## src/rtl/demux_1ton_reg_if.sv

```systemverilog
// Bus bundle for demux_1ton_reg.
// The master drives en/in/sel. The slave (the demux) returns the
// combinational fan-out, the registered copy and the range flag.
interface demux_1ton_reg_if #(
  parameter int N     = 8,
  parameter int SEL_W = $clog2(N)
);
  logic             en;
  logic             in;
  logic [SEL_W-1:0] sel;
  logic [N-1:0]     out;
  logic [N-1:0]     out_q;
  logic             sel_err;

  modport master (
    output en, in, sel,
    input  out, out_q, sel_err
  );

  modport slave (
    input  en, in, sel,
    output out, out_q, sel_err
  );
endinterface

```

## src/rtl/demux_1ton_reg.sv

```systemverilog
// 1-to-N single-bit demultiplexer.
// The combinational path routes `in` onto the lane selected by `sel`, and
// every other lane reads 0. An enable-gated register stage holds a copy of
// that result, together with a flag that marks an out-of-range select
// (sel >= N). That flag can only be set when N is not a power of two.
// Legal N is 2..256.

// One decoder lane: it passes `in` through only when sel addresses this lane.
module demux_1ton_lane #(
  parameter int SEL_W = 3,
  parameter int LANE  = 0
) (
  input  logic             in,
  input  logic [SEL_W-1:0] sel,
  output logic             o
);
  localparam logic [SEL_W-1:0] LANE_IDX = SEL_W'(LANE);

  // An X on sel gives an X here in simulation, so unknown selects stay visible.
  assign o = in & (sel == LANE_IDX);
endmodule

module demux_1ton_reg #(
  parameter  int N     = 8,
  localparam int SEL_W = $clog2(N)
) (
  input  logic               clk,
  input  logic               rst_n,
  demux_1ton_reg_if.slave    bus
);
  // Lane indices past N-1 exist only when N is not a power of two.
  localparam bit               IS_POW2 = (N == (1 << SEL_W));
  localparam logic [SEL_W:0]   N_EXT   = (SEL_W + 1)'(N);

  logic [N-1:0] out_c;
  logic         sel_oor;

  logic [N-1:0] out_q_d, out_q_q;
  logic         sel_err_d, sel_err_q;

  // Decoder: one lane instance per output bit.
  for (genvar k = 0; k < N; k++) begin : g_lane
    demux_1ton_lane #(
      .SEL_W (SEL_W),
      .LANE  (k)
    ) u_lane (
      .in  (bus.in),
      .sel (bus.sel),
      .o   (out_c[k])
    );
  end

  assign bus.out = out_c;

  // Unsigned range compare. It is widened by one bit so that N == 2**SEL_W fits.
  assign sel_oor = IS_POW2 ? 1'b0 : ({1'b0, bus.sel} >= N_EXT);

  // Next state of the register stage: capture when enabled, otherwise hold.
  always_comb begin
    out_q_d   = out_q_q;
    sel_err_d = sel_err_q;
    if (bus.en) begin
      out_q_d   = out_c;
      sel_err_d = sel_oor;
    end
  end

  // Register stage. A synchronous reset takes priority over en.
  always_ff @(posedge clk) begin
    if (!rst_n) begin
      out_q_q   <= '0;
      sel_err_q <= 1'b0;
    end else begin
      out_q_q   <= out_q_d;
      sel_err_q <= sel_err_d;
    end
  end

  assign bus.out_q   = out_q_q;
  assign bus.sel_err = sel_err_q;

  // A capturing edge must never see an unknown select.
  a_sel_known: assert property (@(posedge clk) disable iff (!rst_n)
    bus.en |-> !$isunknown(bus.sel));
endmodule

```

## src/flat_wrapper.sv

```systemverilog
// flat-port wrapper written by rule: the top's interface ports become plain ports
module demux_1ton_reg_flat 
#(
  parameter  int N     = 8,
  localparam int SEL_W = $clog2(N)
)
  (clk, rst_n, bus_en, bus_in, bus_sel, bus_out, bus_out_q, bus_sel_err);
  demux_1ton_reg_if #(.N(N)) bus_i ();
  input  logic clk;
  input  logic rst_n;
  input wire logic [$bits(bus_i.en)-1:0] bus_en;
  input wire logic [$bits(bus_i.in)-1:0] bus_in;
  input wire logic [$bits(bus_i.sel)-1:0] bus_sel;
  output wire logic [$bits(bus_i.out)-1:0] bus_out;
  output wire logic [$bits(bus_i.out_q)-1:0] bus_out_q;
  output wire logic [$bits(bus_i.sel_err)-1:0] bus_sel_err;
  assign bus_i.en = bus_en;
  assign bus_i.in = bus_in;
  assign bus_i.sel = bus_sel;
  assign bus_out = bus_i.out;
  assign bus_out_q = bus_i.out_q;
  assign bus_sel_err = bus_i.sel_err;
  demux_1ton_reg #(.N(N)) u_core (.clk(clk), .rst_n(rst_n), .bus(bus_i));
endmodule
```

## config.mk

```make
export PLATFORM = sky130hd
export DESIGN_NAME = demux_1ton_reg_flat
export DESIGN_NICKNAME = d
export VERILOG_FILES = /design/src/rtl/demux_1ton_reg_if.sv /design/src/rtl/demux_1ton_reg.sv /design/src/flat_wrapper.sv
export SDC_FILE = /design/constraint.sdc
export NUM_CORES = 1
export LEC_CHECK = 0
export ABC_AREA = 1
export BUFFER_PORTS_ARGS = -buffer_cell sky130_fd_sc_hd__buf_2
export CAP_MARGIN = 40
export CORE_AREA = 2 2 39 41
export DETAILED_ROUTE_END_ITERATION = 10
export DIE_AREA = 0 0 41 43
export REMOVE_ABC_BUFFERS = 1
export SLEW_MARGIN = 40
export SYNTH_ARGS = -nofsm -noshare
export SYNTH_HDL_FRONTEND = slang
export SYNTH_SLANG_ARGS = --single-unit
export TNS_END_PERCENT = 100
```

## constraint.sdc

```tcl
create_clock -name clk -period 1 [get_ports clk]
set_clock_uncertainty 0.2 [all_clocks]
set_input_delay 0.05 -clock clk [delete_from_list [all_inputs] [get_ports clk]]
set_output_delay 0.05 -clock clk [all_outputs]
set_load 0.03 [all_outputs]
```

# [Yosys cells after proc, flatten, opt, wreduce, memory -nomap -nowiden]
# Index checks and enable logic that the tools add are counted.
[word_totals] reg_bits=8 output_inout_bits=17
[op_classes] eq_ne=7 bitwise=8 n_reduce_logical=1
[ops] op="equality test 3 bit, second input constant" n=4
[ops] op="bitwise AND 1 bit" n=8
[ops] op="equality test 3 x 2 -> 1 bit, second input constant" n=2
[ops] op="equality test 3 x 1 -> 1 bit, second input constant" n=1
[ops] op="logical NOT 3 bit" n=1

# [Depth between registers and ports, before layout]
# Gate-level depths: netlist of the first run.
[depth] word_depth=2 depth_mapped=5 ltp_nobuf=4

# [Modules after synthesis]
# Synthesis of the first run repeated with hierarchy kept, for this count alone.
[unflattened] cells_unflattened=89 hier_area_um2=518.0
[by_module_without_submodules] module="demux_1ton_reg" cells_each=53 n_inst=1 area_per_inst_um2=367.9
[by_module_without_submodules] module="demux_1ton_lane (u_core.g_lane[1].u_lane ...)" cells_each=5 n_inst=3 area_per_inst_um2=21.3
[by_module_without_submodules] module="demux_1ton_lane (u_core.g_lane[3].u_lane ...)" cells_each=4 n_inst=3 area_per_inst_um2=17.5
[by_module_without_submodules] module="demux_1ton_lane (u_core.g_lane[0].u_lane)" cells_each=6 n_inst=1 area_per_inst_um2=22.5
[by_module_without_submodules] module="demux_1ton_lane (u_core.g_lane[7].u_lane)" cells_each=3 n_inst=1 area_per_inst_um2=11.3

# [Worst setup path after synthesis of the first run]
# No wires, ideal clock.
[synth_timing] path_kind="register to register" start="register, netlist name u_core.bus.out_q[0]" end="register u_core.out_q_q[0] (netlist: u_core.bus.out_q[0])" arrival_ns=0.686 setup_slack_ns=0.044 path_stages_with_launch=3 path_cell_list="dfxtp_1 o21ai_0 a21oi_1"
[synth_lines] element="end signal: assignment" line_no="demux_1ton_reg.sv:74" rtl="out_q_q <= out_q_d;"
[synth_lines] element="end: declaration" line_no="demux_1ton_reg.sv:38" rtl="logic [N-1:0] out_q_d, out_q_q;"

# [Worst setup path after layout of the first run]
[layout_timing] start="register u_core.out_q_q[4] (netlist: u_core.bus.out_q[4])" end="output bus_out_q[4]"
[layout_lines] element="end: declaration" line_no="flat_wrapper.sv:15" rtl="output wire logic [$bits(bus_i.out_q)-1:0] bus_out_q;"
# No word-level cell between the ends.

==> impl_metrics.yaml, run 1 <==
setup_path:
  end_kind: "output port"
  crit_buf_inv: 1
  cp-start-kind: "register"
  arrival_ns: 0.72
  worstPathRequired_ns: 0.75
  slowest_stage: "dfxtp_1"
  crit_family: "flip-flops"
  path_cells: "buf_6"
  critPathMaxStageDelay_ns: 0.33
  path_class: "register to output port"
  crit_fanout: 2
run_status:
  violations: "negative hold slack"
  status: "complete, but fails checks"
timing:
  max_freq_mhz: 1030
  post-route-period-util: 0.969
  setup_viol: 0
  rsz0062_at_grt: "no"
  fin_setup_tns_ns: 0
  final_max_slew_viol_count: 0
  hold_ws_ns: -0.109
  hold_viol_final: 8
  period_minus_slack_ns: 0.969
route:
  first_pass_iters: 3
  wirelength_um: 832
  postRouteAntennaNets: 0
  drcViolationCount: 0
  avgRoutedWirePerCell_um: 8.85
  vias: 393
  vias_per_cell: 4.18
  drt_iter0_markers: 4
cells_and_area:
  final_area_um2: 579
  drive_gt1_frac: 0.436
  diodes: 0
  nets: 87
  syn_to_final_growth_pct: 34.2
  largest_register_ff_count: 8
  final_cell_mix: "13 x inv_1, 13 x buf_2, 10 x nand2_1"
yosys:
  synth_compound_area_frac: 0.203
  synth-simple-area-share: 0.122
  ys_seq_area_frac: 0.371
  synth_seq_cells: 8
  ys_warn_count: 0
  synth_fa_ha_area_frac: 0
  synth_top_family_by_area: "buffers and inverters"
  syn_avg_cell_area_um2: 6.96
  synth_cell_types: 10
  netlist_instances: 62
  synth_area_um2: 432
  synthXorXnorAreaFrac: 0
  synth.mux.area_fraction: 0
global_routing:
  grt_max_degree: 17
  grt-ovfl-total: 0
  gr-usage-all-layers: 0.121
  first_global_vias: 349
  antenna_found_initial: 0
  grt_pass1_wl_um: 1410
floorplanning:
  io_pins: 24
  core_area_um2: 1380
  die_w_um: 41
  row_count: 14
  initial_core_util: 0.312
  die_area_um2: 1760
  die_y_um: 43
place:
  gp_congestion: 0.795
  placed_cell_area_um2: 483
  detailed_place_hpwl_um: 650
  io_buffers: 22
clock_network:
  clk_latency_ns: 0.25
  cts_buffers: 3
  cts_buffer_depth: 2
  cts_sinks: 8
  cts_tree: "done"
  htreeDepth: 1
  cts_root_buf: "clkbuf_4"
  cts.clk_slew.worst_paths_ns: 0.05
power_and_ir_drop:
  powerDensity_nw_per_um2: 1320
  p_leak_nw: 0.356
  peakVddDrop_uv: 854
min_path:
  worstHoldPathType: "input pin to register"
job:
  maxCapViolCount: 0
cell usage after synthesis:
cell type / count / area [µm²]
a21oi_1: 8 / 40.0
o21ai_2: 2 / 17.5
o21ai_0: 6 / 30.0
nor2_1: 4 / 15.0
buf_6: 1 / 11.3
dfxtp_1: 8 / 160
conb_1: 1 / 3.75
nand2_1: 10 / 37.5
inv_1: 13 / 48.8
buf_4: 9 / 67.6
path summary, 6_finish.rpt:
kind                                           from  cells after the start                   to  slack, ns
worst max-delay path            u_core.bus.out_q[4]                      1         bus_out_q[4]       0.03
worst min-delay path                          rst_n                      3  u_core.bus.out_q[6]      -0.11
worst max register to register  u_core.bus.out_q[7]                      3  u_core.bus.out_q[7]       0.07
worst min register to register  u_core.bus.out_q[6]                      2  u_core.bus.out_q[6]       0.30
where the power goes:
group          leakage, nW  internal, mW  switching (mW)
logic                0.274        0.0671           0.112
clock network       0.0138         0.137           0.101
registers           0.0678         0.339          0.0110
total                0.356         0.543           0.224
area by class of cell:
| cell class | count | area, µm² |
|---|---|---|
| Inverter | 13 | 48.8 |
| Tap cell | 16 | 20.0 |
| Multi-Input combinational cell | 31 | 151 |
| Sequential cell | 8 | 166 |
| Fill cell | 155 | 805 |
| Timing Repair Buffer | 23 | 170 |
| Clock buffer | 3 | 22.5 |
metrics by stage:
step / instances / utilization / power, mW / worst slack [ns]
5_1_grt: 94 / 0.419 / 0.819 / 0.000766
6_report: 94 / 0.419 / 0.767 / 0.0311
4_1_cts: 93 / 0.387 / 0.761 / 0.0114
2_1_floorplan: 52 / - / 0.446 / 0.0441
3_5_place_dp: 90 / 0.349 / 0.504 / 0.0310
3_3_place_gp: 90 / 0.349 / 0.502 / 0.0234
cell families after synthesis:
group / count (synthesis)
buffers and inverters: 23
AOI/OAI and AO/OA: 16
and+or+nand+nor: 14
DFF: 8
other: 1
layer usage:
layer | share of wire | vias to the layer above | track usage
met5 | 0 | - | 0
met4 | 0 | 0 | 0.0400
met3 | 0.090 | 0 | 0.0785
met2 | 0.49 | 16 | 0.169
met1 | 0.41 | 168 | 0.146
li1 | - | 209 | -
repair_timing:
action                                 in CTS  in global routing
endpoints found under the hold margin       8                  8
buffers inserted                            0                  1
resized for setup                          12                 12
setup endpoints to repair                   8                 11
tightest hold or removal path: stages:
cell,delay [ns]
buf_2,0.15
o21ai_2,0.06
a21oi_1,0.04
Power figures use the tool's default switching activity.
==> run 2: changes to the inputs <==
- ABC_AREA: 1 -> not set
- PLACE_DENSITY: not set -> 0.68
==> run 2 against run 1 <==
  * The flow still finishes with violations (negative hold slack)
  * Sequential share of layout area decreased by 4.2 points
  * Die area unchanged
  * Clock-buffer cell count unchanged
  * Design area increased by 20%
  * Sequential cell count unchanged
  * Register-to-register slack about the same
  * Final cell count decreased by 7.4%
  * Via count increased by 11%
  * Utilization increased by 8.3 points
  * Sequential power decreased by 6.3%
  * Critical endpoint is now u_core.bus.out_q[0]
==> impl_metrics.yaml, run 2 <==
run_status:
  status: "complete, but fails checks"
  violations: "negative hold slack"
timing:
  setup_ws_ns: 0.0215
  hold_ws_ns: -0.0712
  final_max_slew_viol_count: 0
  hold_viol_final: 4
  post-route-period-util: 0.979
  rsz0062_at_grt: "yes"
  max_freq_mhz: 1020
  setup_viol: 0
  fin_setup_tns_ns: 0
  period_minus_slack_ns: 0.979
yosys:
  synth_edf_count: 0
  synth_top_cell_by_area: "dfxtp_1"
  post-synth-top-count-cell: "buf_4"
  synth-simple-area-share: 0.277
  synth_area_um2: 505
  netlist_instances: 52
  synth_top_area_share: 0.317
  synth_top_family_by_area: "simple AND/OR/NAND/NOR gates"
  syn_avg_cell_area_um2: 9.72
  synth_compound_area_frac: 0.196
  ys_seq_area_frac: 0.317
  synthTopCellsByCount: "10 x buf_4, 8 x dfxtp_1, 5 x nand3b_1"
  async_flop_share: 0
  synth_cell_types: 18
  synth_fa_ha_area_frac: 0
  ys_warn_count: 0
  synthXorXnorAreaFrac: 0
  synth_seq_cells: 8
  synth.mux.area_fraction: 0
  netlist_top_cells_area: "dfxtp_1 32%, buf_4 15%, o41ai_2 13%"
  synthFlopType: "dfxtp_1"
setup_path:
  crit_fanout: 4
  crit_buf_inv: 2
  arrival_ns: 0.92
  path_cells: "buf_2 > dlygate4sd3_1 > a22o_1"
  critPathMaxStageDelay_ns: 0.56
  cp-start-kind: "input pin"
  slowest_stage: "dlygate4sd3_1"
  worstPathRequired_ns: 0.94
  end_kind: "register"
  path_class: "input pin to register"
  crit_family: "buffers and inverters"
route:
  postRouteAntennaNets: 0
  drt_iter0_markers: 5
  first_pass_iters: 3
  avgRoutedWirePerCell_um: 12.2
  drcViolationCount: 0
  vias: 436
  wirelength_um: 1070
  vias_per_cell: 5.01
place:
  detailed_place_hpwl_um: 782
  dp_slack_ns: -0.00872
  io_buffers: 22
  gp_congestion: 0.689
  dp.cells: 83
clock_network:
  htreeDepth: 1
  cts_buffers: 3
  cts_tree: "done"
  cts_sinks: 8
  postCtsSetupRepairBufs: 0
  cts_root_buf: "clkbuf_4"
  cts_buffer_depth: 2
  clk_latency_ns: 0.25
  cts.clk_slew.worst_paths_ns: 0.05
global_routing:
  first_global_vias: 378
  grt_pass1_wl_um: 1500
  antenna_found_initial: 0
  grt_max_degree: 10
  gr-usage-all-layers: 0.131
  grt-ovfl-total: 0
cells_and_area:
  nets: 80
  utilization: 0.502
  largest_register_ff_count: 8
  final_cell_mix: "10 x buf_4, 8 x buf_2, 8 x buf_6, 8 x dfxtp_2, 5 x nand3b_1"
  drive_gt1_frac: 0.634
  final_common_cell: "buf_4"
  final_cells: 87
  diodes: 0
  syn_to_final_growth_pct: 37.4
power_and_ir_drop:
  peakVddDrop_uv: 579
  powerDensity_nw_per_um2: 1040
  p_leak_nw: 0.333
job:
  maxCapViolCount: 0
floorplanning:
  row_count: 14
  io_pins: 24
  core_area_um2: 1380
  die_area_um2: 1760
  initial_core_util: 0.365
  die_y_um: 43
  die_w_um: 41
min_path:
  worstHoldPathType: "input pin to register"
-- run 2: power breakdown --
| part | switching, mW | leakage [nW] | internal [mW] |
|---|---|---|---|
| logic | 0.0921 | 0.250 | 0.0587 |
| clock network | 0.105 | 0.0138 | 0.137 |
| registers | 0.00309 | 0.0686 | 0.325 |
-- run 2: routing by layer --
layer | wire length, µm | track usage | up-vias | part of all wire
met3 | 105 | 0.0785 | 0 | 0.099
met1 | 436 | 0.146 | 201 | 0.41
met2 | 524 | 0.200 | 21 | 0.49
met5 | 0 | 0 | - | 0
li1 | - | - | 214 | -
met4 | 0 | 0.0400 | 0 | 0
-- run 2: cell families (layout without fill, tap and decap cells) --
family	after synthesis	count (layout)
flip-flops	8	8
AO/OA/AOI/OAI	8	8
AND/OR/NAND/NOR	20	20
buffers and inverters	15	34
other	1	1
-- run 2: per-stage QoR --
| step | hold WS, ns | area [µm²] | power [mW] |
|---|---|---|---|
| floorplan | -0.0455 | 414 | 0.400 |
| global placement | 0.122 | 582 | 0.468 |
| detailed placement | 0.115 | 582 | 0.469 |
| CTS | -0.153 | 641 | 0.725 |
| global route | -0.0579 | 694 | 0.757 |
| finish | -0.0712 | 694 | 0.720 |
-- run 2: tightest hold or removal path, cell delays in order --
cell,delay [ns]
buf_2,0.13
inv_1,0.08
o41ai_2,0.07
-- run 2: worst paths after layout --
check / start / to / slack [ns] / cells after the start
worst max-delay path: rst_n / u_core.bus.out_q[0] / 0.02 / 3
worst min-delay path: bus_in / u_core.bus.out_q[3] / -0.07 / 3
worst max register to register: u_core.bus.out_q[2] / u_core.bus.out_q[2] / 0.07 / 2
worst min register to register: u_core.bus.out_q[3] / u_core.bus.out_q[3] / 0.29 / 2
-- run 2: layout make-up --
class,count,area (µm²)
fillers,145,689
clock buffers,3,22.5
flip-flops and latches,8,170
inverters,3,11.3
multi-input cells,29,248
repair buffers,28,223
well taps,16,20.0
-- run 2: repair_timing --
action / 4_1_cts / 5_1_grt
endpoints found under the setup margin: 9 / 11
hold endpoints to repair: 7 / 4
gates resized for setup: 14 / 18
==> run 3: changes to the inputs <==
- PLACE_DENSITY: 0.68 -> not set
- SYNTH_HIERARCHICAL: not set -> 1
==> run 3 against run 2 <==
  * Sequential share of layout area grew 2.7 points
  * Synthesized area decreased by 20%
  * Clock power shrank 3%
  * Critical endpoint is now bus_out_q[6]
  * Via count fell by 21%
  * Highest routed layer unchanged
  * Non-clock buffer count is 5 lower
  * Register-to-register slack gained 0.11 ns
  * The run now ends clean
  * Hold slack better by 0.11 ns
  * Critical path type is now register to output port
==> impl_metrics.yaml, run 3 <==
yosys:
  synthFlopType: "dfxtp_1"
  synth_area_um2: 404
  ys_warn_count: 6
  synth_edf_count: 0
  synthTopCellsByCount: "8 x dfxtp_1, 8 x mux2i_1, 8 x nor2b_1"
  async_flop_share: 0
  synth_top_cell_by_area: "dfxtp_1"
  netlist_top_cells_area: "dfxtp_1 40%, mux2i_1 20%, nor2b_1 12%"
  synth_cell_types: 10
  ys_seq_area_frac: 0.396
  synth_seq_cells: 8
  netlist_instances: 35
  synth_top_area_share: 0.396
  syn_avg_cell_area_um2: 11.5
clock_network:
  cts_tree: "done"
  cts_buffers: 3
  cts_root_buf: "clkbuf_4"
  clk_latency_ns: 0.24
  cts_sinks: 8
  htreeDepth: 1
  cts.clk_slew.worst_paths_ns: 0.05
  cts_buffer_depth: 2
floorplanning:
  core_area_um2: 1380
  initial_core_util: 0.292
  die_area_um2: 1760
  io_pins: 24
  die_y_um: 43
  row_count: 14
  die_w_um: 41
setup_path:
  cp-start-kind: "register"
  crit_family: "flip-flops"
  r2r_cells: 2
  path_cells: "buf_6"
  end_kind: "output port"
  crit_buf_inv: 1
  worstPathRequired_ns: 0.75
  critPathMaxStageDelay_ns: 0.34
  path_class: "register to output port"
  cp.depth: 1
  slowest_stage: "dfxtp_1"
  arrival_ns: 0.72
  crit_fanout: 2
global_routing:
  grt-ovfl-total: 0
  grt_max_degree: 9
  gr-usage-all-layers: 0.106
  grt_pass1_wl_um: 1270
  antenna_found_initial: 0
  first_global_vias: 315
cells_and_area:
  final_area_um2: 617
  largest_register_ff_count: 8
  syn_to_final_growth_pct: 52.6
  final_cell_mix: "13 x buf_2, 8 x buf_6, 8 x mux2i_1, 8 x nor2b_1, 6 x dfxtp_2"
  nets: 68
  final_common_cell: "buf_2"
  diodes: 0
  n_fill_cell: 141
  drive_gt1_frac: 0.593
  multi_input_area_um2: 234
  final-seq-area_um2: 168
power_and_ir_drop:
  peakVddDrop_uv: 556
  finalPower_mw: 0.685
  powerDensity_nw_per_um2: 1110
  p_leak_nw: 0.299
job:
  maxCapViolCount: 0
min_path:
  min_path_cells: 4
  worstHoldPathType: "input pin to register"
place:
  placed_cell_area_um2: 515
  gp_congestion: 0.626
  detailed_place_hpwl_um: 627
  io_buffers: 22
  dp_slack_ns: -0.00703
timing:
  final_max_slew_viol_count: 0
  post-route-period-util: 0.969
  setup_ws_ns: 0.0314
  fin_setup_tns_ns: 0
  period_minus_slack_ns: 0.969
  max_freq_mhz: 1030
  hold_viol_final: 0
  setup_viol: 0
  rsz0062_at_grt: "no"
route:
  drt_iter0_markers: 3
  postRouteAntennaNets: 0
  wirelength_um: 857
  vias_per_cell: 4.57
  vias: 343
  drcViolationCount: 0
  avgRoutedWirePerCell_um: 11.4
  first_pass_iters: 2
run_status:
  status: "finished clean"
## run 3: worst paths after layout
path | start | slack (ns) | endpoint
min reg2reg | u_core/bus.out_q[2] | 0.32 | u_core/bus.out_q[2]
max | u_core/bus.out_q[6] | 0.03 | bus_out_q[6]
min | bus_sel[2] | 0.04 | u_core/bus.out_q[0]
max reg2reg | u_core/bus.out_q[5] | 0.18 | u_core/bus.out_q[5]
## run 3: cells by family after synthesis
logic type    after synthesis  share of synthesized area
other cells                 1                    0.00928
mux                         8                      0.198
flops                       8                      0.396
buf+inv                     2                     0.0464
simple gates               16                      0.350
## run 3: layer usage
layer  GRT usage  vias up  wire [µm]
met1       0.153      149        450
met4      0.0600        0          0
met3      0.0314        0         77
li1            -      178          -
met2       0.134       16        329
met5           0        -          0
## run 3: power by group
part	leakage (nW)	switching (mW)	internal (mW)
logic	0.218	0.0713	0.0514
clock network	0.0138	0.0977	0.137
registers	0.0676	0.00312	0.325
## run 3: layout make-up
cell class,instances,area share
clock buffer,3,0.0365
multi-input combinational,25,0.379
sequential,8,0.272
tap,16,0.0325
timing repair buffer,23,0.280
## run 3: what timing repair did
item                                    CTS  global route
endpoints found under the hold margin     8             0
hold buffers                              1             0
pin swaps                                 0             0
buffers inserted                          0             0
endpoints found under the setup margin    9             9
resized for setup                         9            15
## run 3: per-stage QoR
stage,hold WS (ns),std cells,utilization
after global placement,0.162,71,0.373
after detailed placement,0.164,71,0.373
after global routing,0.0509,75,0.446
final,0.0436,75,0.446
after CTS,0.0327,75,0.412
after floorplan,-0.0260,33,-
